[src/rtl/univ_reg_pkg.sv]
// Shared types for the universal register: 3-bit mode encodings.
// Optional saturation of INC/DEC is selected with UNIV_REG_SAT_EN.
package univ_reg_pkg;

  typedef enum logic [2:0] {
    MODE_HOLD = 3'b000,
    MODE_LOAD = 3'b001,
    MODE_SHL  = 3'b010,
    MODE_SHR  = 3'b011,
    MODE_ROL  = 3'b100,
    MODE_ROR  = 3'b101,
    MODE_INC  = 3'b110,
    MODE_DEC  = 3'b111
  } mode_t;

endpackage

[src/rtl/univ_reg_next.sv]
// Next-state function of the universal register (pure combinational).
// `define UNIV_REG_SAT_EN makes INC/DEC saturate at the range ends.
module univ_reg_next
  import univ_reg_pkg::*;
#(
  parameter int WIDTH = 8
) (
  input  mode_t            mode,
  input  logic [WIDTH-1:0] data_q,
  input  logic [WIDTH-1:0] data_in,
  input  logic             ser_in,
  input  logic             ser_q,
  input  logic             carry_q,
  output logic [WIDTH-1:0] data_d,
  output logic             ser_d,
  output logic             carry_d
);

  localparam logic [WIDTH:0] ONE = (WIDTH+1)'(1);

  logic [WIDTH:0] sum;
  logic [WIDTH:0] diff;
  logic           lsb;
  logic           msb;

  assign sum  = {1'b0, data_q} + ONE;
  assign diff = {1'b0, data_q} - ONE;
  assign lsb  = data_q[0];
  assign msb  = data_q[WIDTH-1];

  always_comb begin
    data_d  = data_q;
    ser_d   = ser_q;
    carry_d = carry_q;
    unique case (mode)
      MODE_HOLD: ;
      MODE_LOAD: begin
        data_d  = data_in;
        carry_d = 1'b0;
      end
      MODE_SHL: begin
        data_d  = {data_q[WIDTH-2:0], ser_in};
        ser_d   = msb;
        carry_d = msb;
      end
      MODE_SHR: begin
        data_d  = {ser_in, data_q[WIDTH-1:1]};
        ser_d   = lsb;
        carry_d = lsb;
      end
      MODE_ROL: begin
        data_d  = {data_q[WIDTH-2:0], msb};
        ser_d   = msb;
        carry_d = msb;
      end
      MODE_ROR: begin
        data_d  = {lsb, data_q[WIDTH-1:1]};
        ser_d   = lsb;
        carry_d = lsb;
      end
      MODE_INC: begin
        {carry_d, data_d} = sum;
`ifdef UNIV_REG_SAT_EN
        if (sum[WIDTH]) data_d = data_q;
`endif
      end
      MODE_DEC: begin
        {carry_d, data_d} = diff;
`ifdef UNIV_REG_SAT_EN
        if (diff[WIDTH]) data_d = data_q;
`endif
      end
      default: ;
    endcase
  end

endmodule

[src/rtl/univ_register.sv]
// Universal register: load/shift/rotate/count with serial I/O and carry.
// Saturating INC/DEC when UNIV_REG_SAT_EN is defined.
module univ_register
  import univ_reg_pkg::*;
#(
  parameter int               WIDTH   = 8,
  parameter logic [WIDTH-1:0] RST_VAL = '0
) (
  input  logic             clk,
  input  logic             rst,
  input  logic [2:0]       mode,
  input  logic [WIDTH-1:0] data_in,
  input  logic             ser_in,
  output logic [WIDTH-1:0] data_out,
  output logic             ser_out,
  output logic             carry,
  output logic             zero
);

  logic [WIDTH-1:0] data_q, data_d;
  logic             ser_q, ser_d;
  logic             carry_q, carry_d;

  univ_reg_next #(.WIDTH(WIDTH)) u_next (
    .mode    (mode_t'(mode)),
    .data_q  (data_q),
    .data_in (data_in),
    .ser_in  (ser_in),
    .ser_q   (ser_q),
    .carry_q (carry_q),
    .data_d  (data_d),
    .ser_d   (ser_d),
    .carry_d (carry_d)
  );

  always_ff @(posedge clk) begin
    if (rst) begin
      data_q  <= RST_VAL;
      ser_q   <= 1'b0;
      carry_q <= 1'b0;
    end else begin
      data_q  <= data_d;
      ser_q   <= ser_d;
      carry_q <= carry_d;
    end
  end

  assign data_out = data_q;
  assign ser_out  = ser_q;
  assign carry    = carry_q;
  assign zero     = (data_q == '0);

endmodule

[config.mk]
export PLATFORM = sky130hd
export DESIGN_NAME = univ_register
export DESIGN_NICKNAME = d
export VERILOG_FILES = /design/src/rtl/univ_reg_pkg.sv /design/src/rtl/univ_reg_next.sv /design/src/rtl/univ_register.sv
export SDC_FILE = /design/constraint.sdc
export NUM_CORES = 1
export LEC_CHECK = 0
export ABC_AREA = 1
export CORE_MARGIN = 2
export CORE_UTILIZATION = 50
export DETAILED_ROUTE_END_ITERATION = 10
export PLACE_DENSITY = 0.81
export SLEW_MARGIN = 30
export SYNTH_ARGS = -nofsm -noshare
export SYNTH_HDL_FRONTEND = slang
export SYNTH_HIERARCHICAL = 1
export SYNTH_SLANG_ARGS = --single-unit
[constraint.sdc]
create_clock -name clk -period 1.4 [get_ports clk]
set_input_delay 0.28 -clock clk [delete_from_list [all_inputs] [get_ports clk]]
set_output_delay 0.28 -clock clk [all_outputs]
set_load 0.03 [all_outputs]
Yosys cells after proc, flatten, opt, wreduce, memory -nomap -nowiden. Index checks and enable logic that the tools add are counted. W data, S select, Z words.

Reduce and logical (&&, ||, !) cells: 6. Mux-type cells: 3. Equal/unequal tests: 7. Add/subtract/negate cells: 2.

Operators by type and width (number): $pmux W8 S7 (1); $eq A3 B3 Y1 const B (4); $add A8 B1 Y9 const B (1); $sub A8 B1 Y9 const B (1); $logic_not A8 Y1 (1); $reduce_bool A7 Y1 (1); $eq A3 B2 Y1 const B (2); $pmux W1 S5 (1); $reduce_bool A5 Y1 (1); $reduce_or A2 Y1 (2); $eq A3 B1 Y1 const B (1); $pmux W1 S2 (1); $reduce_bool A2 Y1 (1).

Input bits: 14. Bits in registers: 10.

Logic depth before layout (Yosys ltp). Gate-level depths: netlist (run 1).

Depth after elaboration: 3. Depth in mapped cells: 12. Mapped depth without buffers: 11.

Cells and area by module. The synthesis (run 1) kept the hierarchy.

By module, submodules not included: univ_reg_next (area an instance 802.0 um2, cells each 163, times used 1); univ_register (area an instance 312.8 um2, cells each 38, times used 1).

Least setup slack after synthesis (run 1). OpenSTA, ideal clock, no wires.

Path kind: reg-to-reg. From: reg data_q[0], in the netlist data_out[0]. To: reg data_q[2], in the netlist data_out[2]. Clock period less this slack: 1.530 ns. Setup slack: -0.130 ns. Data arrival time: 1.419 ns. Required time: 1.288 ns. Path buffers: 0. Cell stages (with the launch flop): 9. Path through: dfxtp_1 -> inv_1 -> ha_1 -> xnor2_1 -> o21ai_0 -> nor2_1 -> nand4_1 -> inv_1 -> nor2_1.

Longest elaborated chain between the ends: 2. Elaborated cells between the ends (all ways): 3. Those cells by class: 2 x add/sub; 1 x mux.

Ends and longest elaborated chain: start: declaration (RTL line univ_register.sv:20) `logic [WIDTH-1:0] data_q, data_d;`; start signal: assignment (RTL line univ_register.sv:42) `data_q <= data_d;`; $sub A8 B1 Y9 or $add A8 B1 Y9 (tied branches) (RTL line univ_reg_next.sv:27, univ_reg_next.sv:26); $pmux W8 S7 (*) (RTL line univ_reg_next.sv:35) `unique case (mode)`; net data_d[2] (RTL line univ_register.sv:20).

The timed path passes the listed nets; every way through them passes the cells marked *. A chain may end at the register's enable or synchronous reset.

Worst setup path in the final report (run 1).
From: reg data_q[2], in the netlist data_out[2]. To: out zero.

Longest elaborated chain between the ends: 1.

Ends and longest elaborated chain: $logic_not A8 Y1 (RTL line univ_register.sv:51) `assign zero = (data_q == '0);`; end: declaration (RTL line univ_register.sv:17) `output logic zero`.

No other way between the ends.

==> results of run 1 <==
## cell families (layout without fill, tap and decap cells)
family / Yosys count / in the layout / share of synthesized area (%)
fa+ha+maj: 2 / 2 / 2.24
xor+xnor: 1 / 1 / 0.786
flops: 10 / 10 / 18.0
simple gates: 131 / 131 / 52.5
compound gates: 24 / 24 / 11.9
buf+inv: 33 / 85 / 14.6
## flip-flops by register name, summed over array words and instances, names as in the netlist
register  cells
ser_out       1
carry         1
data_out      8
## Yosys cell counts, drive strengths merged
library cell | instances | share of area, %
o211ai | 2 | 1.3
inv | 26 | 8.8
nand3 | 23 | 12
dfxtp | 10 | 18
xnor2 | 1 | 0.79
buf | 6 | 5.5
o31ai | 1 | 0.67
nand4 | 5 | 2.8
nor2 | 38 | 14
nand3b | 1 | 0.67
nor3b | 1 | 0.67
a21oi | 6 | 2.7
ha | 2 | 2.2
nand2 | 61 | 21
o21ai | 11 | 4.9
nor3 | 2 | 0.90
clkinv | 1 | 0.34
a31oi | 1 | 0.56
o22ai | 3 | 1.7
## stage by stage
| step | area [sq um] | setup TNS [ns] | util [%] | std cells |
|---|---|---|---|---|
| after CTS | 1570 | -0.0121 | 72.2 | 276 |
| after detailed placement | 1490 | -4.29 | 68.6 | 270 |
| after floorplan | 1120 | 0 | - | 201 |
| after global routing | 1650 | -0.258 | 76.0 | 281 |
| final | 1650 | 0 | 76.0 | 281 |
| after global placement | 1490 | -4.14 | 68.6 | 270 |
## area by class of cell
| class | instances | area share [%] |
|---|---|---|
| inverter | 27 | 6.23 |
| tap | 28 | 2.13 |
| timing repair buffer | 54 | 26.7 |
| sequential | 10 | 13.4 |
| multi-input combinational | 158 | 49.4 |
| clock buffer | 4 | 2.20 |
## power by group through the flow
stage	logic (W)	registers, W	clock network (W)
2_1_floorplan	0.000284	0.000393	0
3_3_place_gp	0.000512	0.000356	0
3_5_place_dp	0.000523	0.000357	0
4_1_cts	0.000539	0.000350	0.000269
5_1_grt	0.000644	0.000352	0.000276
6_report	0.000595	0.000348	0.000263
## what timing repair did
item | in CTS | in global routing
resized for setup | 23 | 26
pin swaps | 5 | 6
setup buffers | 3 | 5
endpoints found under the setup margin | 15 | 10
## critical path: stages (launching register included)
cell	delay, ns
dfxtp_4	0.34
buf_6	0.11
nor2_2	0.06
nand2_1	0.05
nor2_1	0.10
buf_4	0.17
## layer usage
| metal | vias up | routed length (um) | track usage, % |
|---|---|---|---|
| li1 | 753 | - | - |
| met1 | 706 | 1480 | 38.9 |
| met2 | 114 | 1840 | 51.9 |
| met3 | 23 | 396 | 2.05 |
| met4 | 0 | 157 | 13.2 |
| met5 | - | 0 | 0 |
## how the worst max path moves through the flow
stage	start	end	slack, ns	cells past startpoint
finish	data_out[2]	zero	0.01	5
global route	data_out[2]	data_out[4]	-0.06	9
CTS	data_out[2]	zero	-0.01	5
detailed placement	mode[2]	data_out[4]	-0.50	10
global placement	mode[2]	data_out[4]	-0.47	10
floorplan	data_out[2]	data_out[5]	0.03	10
## layout by cell type, fill, tap and decap left out
cell type / synthesis / routed
dlygate4sd2_1: 0 / 5
nor3b_1: 1 / 1
nor3_1: 2 / 2
clkinv_2: 0 / 1
nand3b_1: 1 / 1
dfxtp_2: 0 / 2
o21ai_1: 5 / 9
a31oi_1: 1 / 1
o31ai_1: 1 / 1
dfxtp_1: 10 / 3
nor2_4: 2 / 3
ha_2: 0 / 1
o211ai_1: 2 / 2
a21oi_1: 6 / 5
clkbuf_2: 0 / 2
xnor2_1: 1 / 1
o21ai_0: 6 / 2
dfxtp_4: 0 / 5
nand2_2: 4 / 7
inv_1: 23 / 20
nand3_2: 1 / 2
a21oi_2: 0 / 1
nand2_1: 57 / 54
nand3_1: 21 / 20
nor2_2: 0 / 9
clkbuf_4: 0 / 3
ha_4: 0 / 1
buf_4: 0 / 35
buf_6: 5 / 2
nand3_4: 1 / 1
o22ai_1: 3 / 3
nor2_1: 36 / 26
clkbuf_8: 0 / 1
clkdlybuf4s50_1: 0 / 10
nand4_1: 5 / 5
inv_2: 3 / 6
==> out/qor.txt, run 1 <==
status: complete, no violations
CTS tree: yes
Iter 0 DRT Violations: 111
root buffer cell: clkbuf_4
# IOs: 25
fraction of layout cells with a size suffix above 1: 32.4%
Layout area overhead: 47.8%
clock power share: 21.8%
power share of the combinational group: 49.3%
DP Wirelength: 2.68 mm
Critical Path RT: 1.12 ns
Post-Syn Instances: 201
first-pass GRT wire length: 6.02 mm
initial antenna violation count: 0
Power Density: 732 mW/mm^2
Num CTS Buffers: 3
Post-CTS Hold Buffers: 0
Core Rows: 17
Worst Hold Path EP: carry
gr ovfl total: 0
Synthesized Nets: 217
post-layout min period: 1.39 ns
vias per cell: 5.68
hold_ws: 0.530 ns
core area: 0.00217 sq mm
hold path start: carry
kind of critical path: flop to primary output
crit share post-route: 99.1%
synth unique cells: 26
DRT antenna net count: 0
# diodes: 0
Die X: 51.2 um
Seq cells post-synth: 10
P_leak: 0.799 nW
peak supply drop: 0.780 mV
GPL Wtd Cong: 0.946
final WL: 3.88 mm
reg-to-reg setup timing slack: 0.02 ns
Pint: 0.000715 W
pin count of the biggest net entering global routing: 12
Mapped Area: 0.00111 sq mm
chip height: 51.2 um
drc violations: 0
largest buffer count on any clock path: 2
origin of the critical flop-to-flop path: data_out[2]
Seq pwr share: 28.9%
Worst-Skew Late Latency: 0.27 ns
YS warnings: 6
Final Skew: 0.00381 ns
CP endpoint kind: primary output
Global Route Usage Sum: 30.3%
fin worst setup slack: 0.0122 ns
pre-CTS setup slack: -0.498 ns
1st-pass router iterations: 6
I/O Buffers: 24
net switching power: 0.000491 W
area occupied by multi-input gates: 813 sq um
DIE AREA: 0.00262 sq mm
Starting Density: 51.4%
RSZ-0062 raised after global routing: true
Hold Crit Class: flop to flop
CP max FO: 2
Max-Cap Viols: 0
Tightest Pin Transition: 0.368 ns
vias in the first global route: 1348
Reg2Reg Depth: 9
Net Sw Frac: 40.7%
Seq/Total Area, Yosys: 18.0%
fill count: 178
fmax: 721 MHz
Worst Hold Depth: 4
fin. max-slew vios: 0
Clock Pin Slew Worst Setup and Hold Paths: 0.06 ns
via count: 1596
total power: 0.00121 W
Worst setup SP type: flop
clock sinks: 10
nets: 270
# setup viols final: 0
Reg area: 221 sq um
Worst EP arrival: 1.11 ns
H-tree Lvls: 1
routed len/inst: 13.8 um
FF-to-FF End: data_out[3]
Avg Cell Area, Syn: 5.55 sq um
final hold vios: 0
normalized max-slew margin: 75.4%
Power figures use the tool's default switching activity.
==> run 2: changes to the inputs <==
CORE_UTILIZATION = 49   (was 50)
SYNTH_HIERARCHICAL = default   (was 1)
==> run 2 against run 1 <==
The run now ends with setup timing left; combinational power grew 6.9%; via count shrank 8.7%; wire length grew 1.6%; critical path depth grew 2; final cell count shrank 9.3%; fmax shrank 13%; clock skew grew 0.0060 ns; synthesized area shrank 4.8%; clock power grew 8.4%; power grew 5.5%; first-iteration DRC count shrank 36%; core utilization grew 6.0 points.
==> out/qor.txt, run 2 <==
status: finished, violations left
failing checks: setup timing
GPL Wtd Cong: 0.973 (+2.8%)
I/O Buffers: 24 (unchanged)
reg-to-reg setup timing slack: -0.07 ns (-0.09 ns)
Worst Hold Path EP: carry
Max-Cap Viols: 0 (unchanged)
Async SR Flop Fraction: 0% (unchanged)
gr ovfl total: 0 (unchanged)
commonest non-fill, non-tap cell in the layout: nand2_1
core area: 0.00200 sq mm (-7.7%)
initial antenna violation count: 0 (unchanged)
# IOs: 25 (unchanged)
Core Util, Final: 82.0% (+6.0 points)
CTS tree: yes
Hold Crit Class: flop to flop
Worst-Skew Late Latency: 0.29 ns (+0.02 ns)
P_leak: 0.782 nW (-2.2%)
Tightest Pin Transition: 0.425 ns (+0.0577 ns)
Synth top area share: 18.9% (-0.32 points)
drc violations: 0 (unchanged)
peak supply drop: 0.568 mV (-27%)
synth unique cells: 33 (+27%)
hold path start: carry
Starting Density: 53.0% (+1.6 points)
# diodes: 0 (unchanged)
CP endpoint kind: primary output
DRT antenna net count: 0 (unchanged)
root buffer cell: clkbuf_4
Post-Syn Instances: 179 (-11%)
final hold vios: 0 (unchanged)
routed len/inst: 15.4 um (+12%)
Avg Cell Area, Syn: 5.93 sq um (+6.9%)
Final Skew: 0.00977 ns (+0.00596 ns)
nets: 245 (-9.3%)
Post-CTS Hold Buffers: 0 (unchanged)
setup TNS: -0.308 ns (-0.308 ns)
post-layout min period: 1.59 ns (+0.199 ns)
Global Route Usage Sum: 32.7% (+2.5 points)
vias per cell: 5.71 (+0.60%)
largest buffer count on any clock path: 2 (unchanged)
Top FF cell, synth: dfxtp_1
Num CTS Buffers: 3 (unchanged)
Critical Path RT: 1.12 ns (about the same)
DP Wirelength: 2.73 mm (+1.8%)
Post-synth top cells: 38 x nand2_1, 26 x nand3_1, 19 x inv_1
fraction of layout cells with a size suffix above 1: 36.8% (+4.4 points)
Iter 0 DRT Violations: 71 (-36%)
largest area contributor in the netlist: dfxtp_1
placed cell area: 0.00148 sq mm (-0.84%)
normalized max-slew margin: 71.3% (-4.1 points)
commonest non-fill, non-tap cells in the layout: 33 x nand2_1, 26 x buf_4, 22 x nand3_1
final WL: 3.94 mm (+1.6%)
# setup viols final: 4 (+4)
fill count: 145 (-19%)
kind of critical path: flop to primary output
Core Rows: 16 (-1)
flip-flop count of the largest register after layout: 8 (unchanged)
fin worst setup slack: -0.187 ns (-0.199 ns)
DIE AREA: 0.00255 sq mm (-2.7%)
first-pass GRT wire length: 6.27 mm (+4.3%)
Post-synth EDFFs: 0 (unchanged)
count leader, synth: nand2_1
Mapped Area: 0.00106 sq mm (-4.8%)
Synthesized Nets: 195 (-10%)
Worst setup SP type: flop
Worst EP arrival: 1.31 ns (+0.20 ns)
clock sinks: 10 (unchanged)
Area contributors post-synth: dfxtp_1 19%, nand2_1 13%, nand3_1 12%
YS warnings: 0 (-6)
vias in the first global route: 1381 (+2.4%)
fin. max-slew vios: 0 (unchanged)
chip height: 50.5 um (-1.3%)
RSZ-0062 raised after global routing: true
Seq/Total Area, Yosys: 18.9% (+0.91 points)
origin of the critical flop-to-flop path: data_out[1]
H-tree Lvls: 1 (unchanged)
via count: 1457 (-8.7%)
Clock Pin Slew Worst Setup and Hold Paths: 0.07 ns (about the same)
Die X: 50.5 um (-1.3%)
post-route cell area: 0.00164 sq mm (-0.38%)
total power: 0.00127 W (+5.5%)
CP max FO: 2 (unchanged)
crit share post-route: 113% (+14 points)
1st-pass router iterations: 4 (-2)
Layout area overhead: 54.7%
pin count of the biggest net entering global routing: 11 (-1)
Worst Hold Depth: 2 (-2)
Power Density: 775 mW/mm^2 (+5.9%)
Seq cells post-synth: 10 (unchanged)
FF-to-FF End: data_out[4]
fmax: 630 MHz (-13%)
Reg2Reg Depth: 11 (+2)
==> run 2: cell types whose count changed after synthesis, moves of 2 or more <==
cell / change
nand2_1: -19
nor2_1: -18
o21ai_0: +7
nand3_1: +5
buf_6: -4
inv_1: -4
buf_4: +2
inv_2: +2
inv_4: +2
nand4_1: +2
nor3_1: -2
o211ai_1: -2
o311ai_0: +2
==> run 2: cells by family (layout without fill, tap and decap cells) <==
kind of cell             Yosys count  in the layout  share of synthesized area [%]
AO/OA/AOI/OAI                     35             35                           19.9
AND/OR/NAND/NOR                  100            100                           44.9
adder cells (fa/ha/maj)            2              2                           2.36
flip-flops                        10             10                           18.9
buffers and inverters             32             81                           13.9
==> run 2: worst max-delay path, cell delays in order, from the launching register on <==
cell and delay [ns]:
dfxtp_2 0.33, inv_2 0.08, ha_4 0.14, inv_2 0.04
nor2_4 0.10, nand2_2 0.08, nor2_4 0.11, buf_6 0.14
==> run 2: power breakdown <==
part | total, W | internal [W] | switching (W) | leakage [nW]
Combinational | 0.000636 | 0.000269 | 0.000368 | 0.676
Clock | 0.000285 | 0.000159 | 0.000127 | 0.0210
Sequential | 0.000351 | 0.000312 | 0.0000392 | 0.0848
==> run 2: worst max path at each step <==
stage,from,to,slack (ns),cells after the start
after floorplan,data_out[1],carry,-0.006,8
after global placement,mode[0],data_out[4],-0.37,10
after detailed placement,mode[0],data_out[7],-0.42,10
after CTS,data_out[1],zero,-0.21,7
after global routing,data_out[0],zero,-0.24,7
final,data_out[1],zero,-0.19,7
==> run 2: metrics by stage <==
stage,setup WS [ns],cells,hold WS [ns]
after global placement,-0.369,247,0.468
after floorplan,-0.00577,179,0.349
final,-0.187,255,0.539
after global routing,-0.238,255,0.532
after CTS,-0.208,253,0.537
after detailed placement,-0.421,247,0.494
==> run 2: what timing repair did <==
action                     4_1_cts  5_1_grt
resized for setup               24       25
pin swaps                        5        8
setup endpoints to repair       16        9
buffers inserted                 2        3
==> run 2: per-layer routing <==
metal | vias up | GRT usage (%) | part of all wire (%)
met3 | 12 | 6.25 | 8.0
li1 | 701 | - | -
met2 | 79 | 55.7 | 49
met5 | - | 0 | 0
met1 | 665 | 40.9 | 41
met4 | 0 | 11.7 | 2.6
==> run 2: area by class of cell <==
cell class | count | area, sq um | area share (%)
multi-input cells | 137 | 805 | 49.0
repair buffers | 50 | 442 | 26.9
flip-flops and latches | 10 | 211 | 12.9
well taps | 27 | 33.8 | 2.06
inverters | 27 | 114 | 6.94
clock buffers | 4 | 36.3 | 2.21
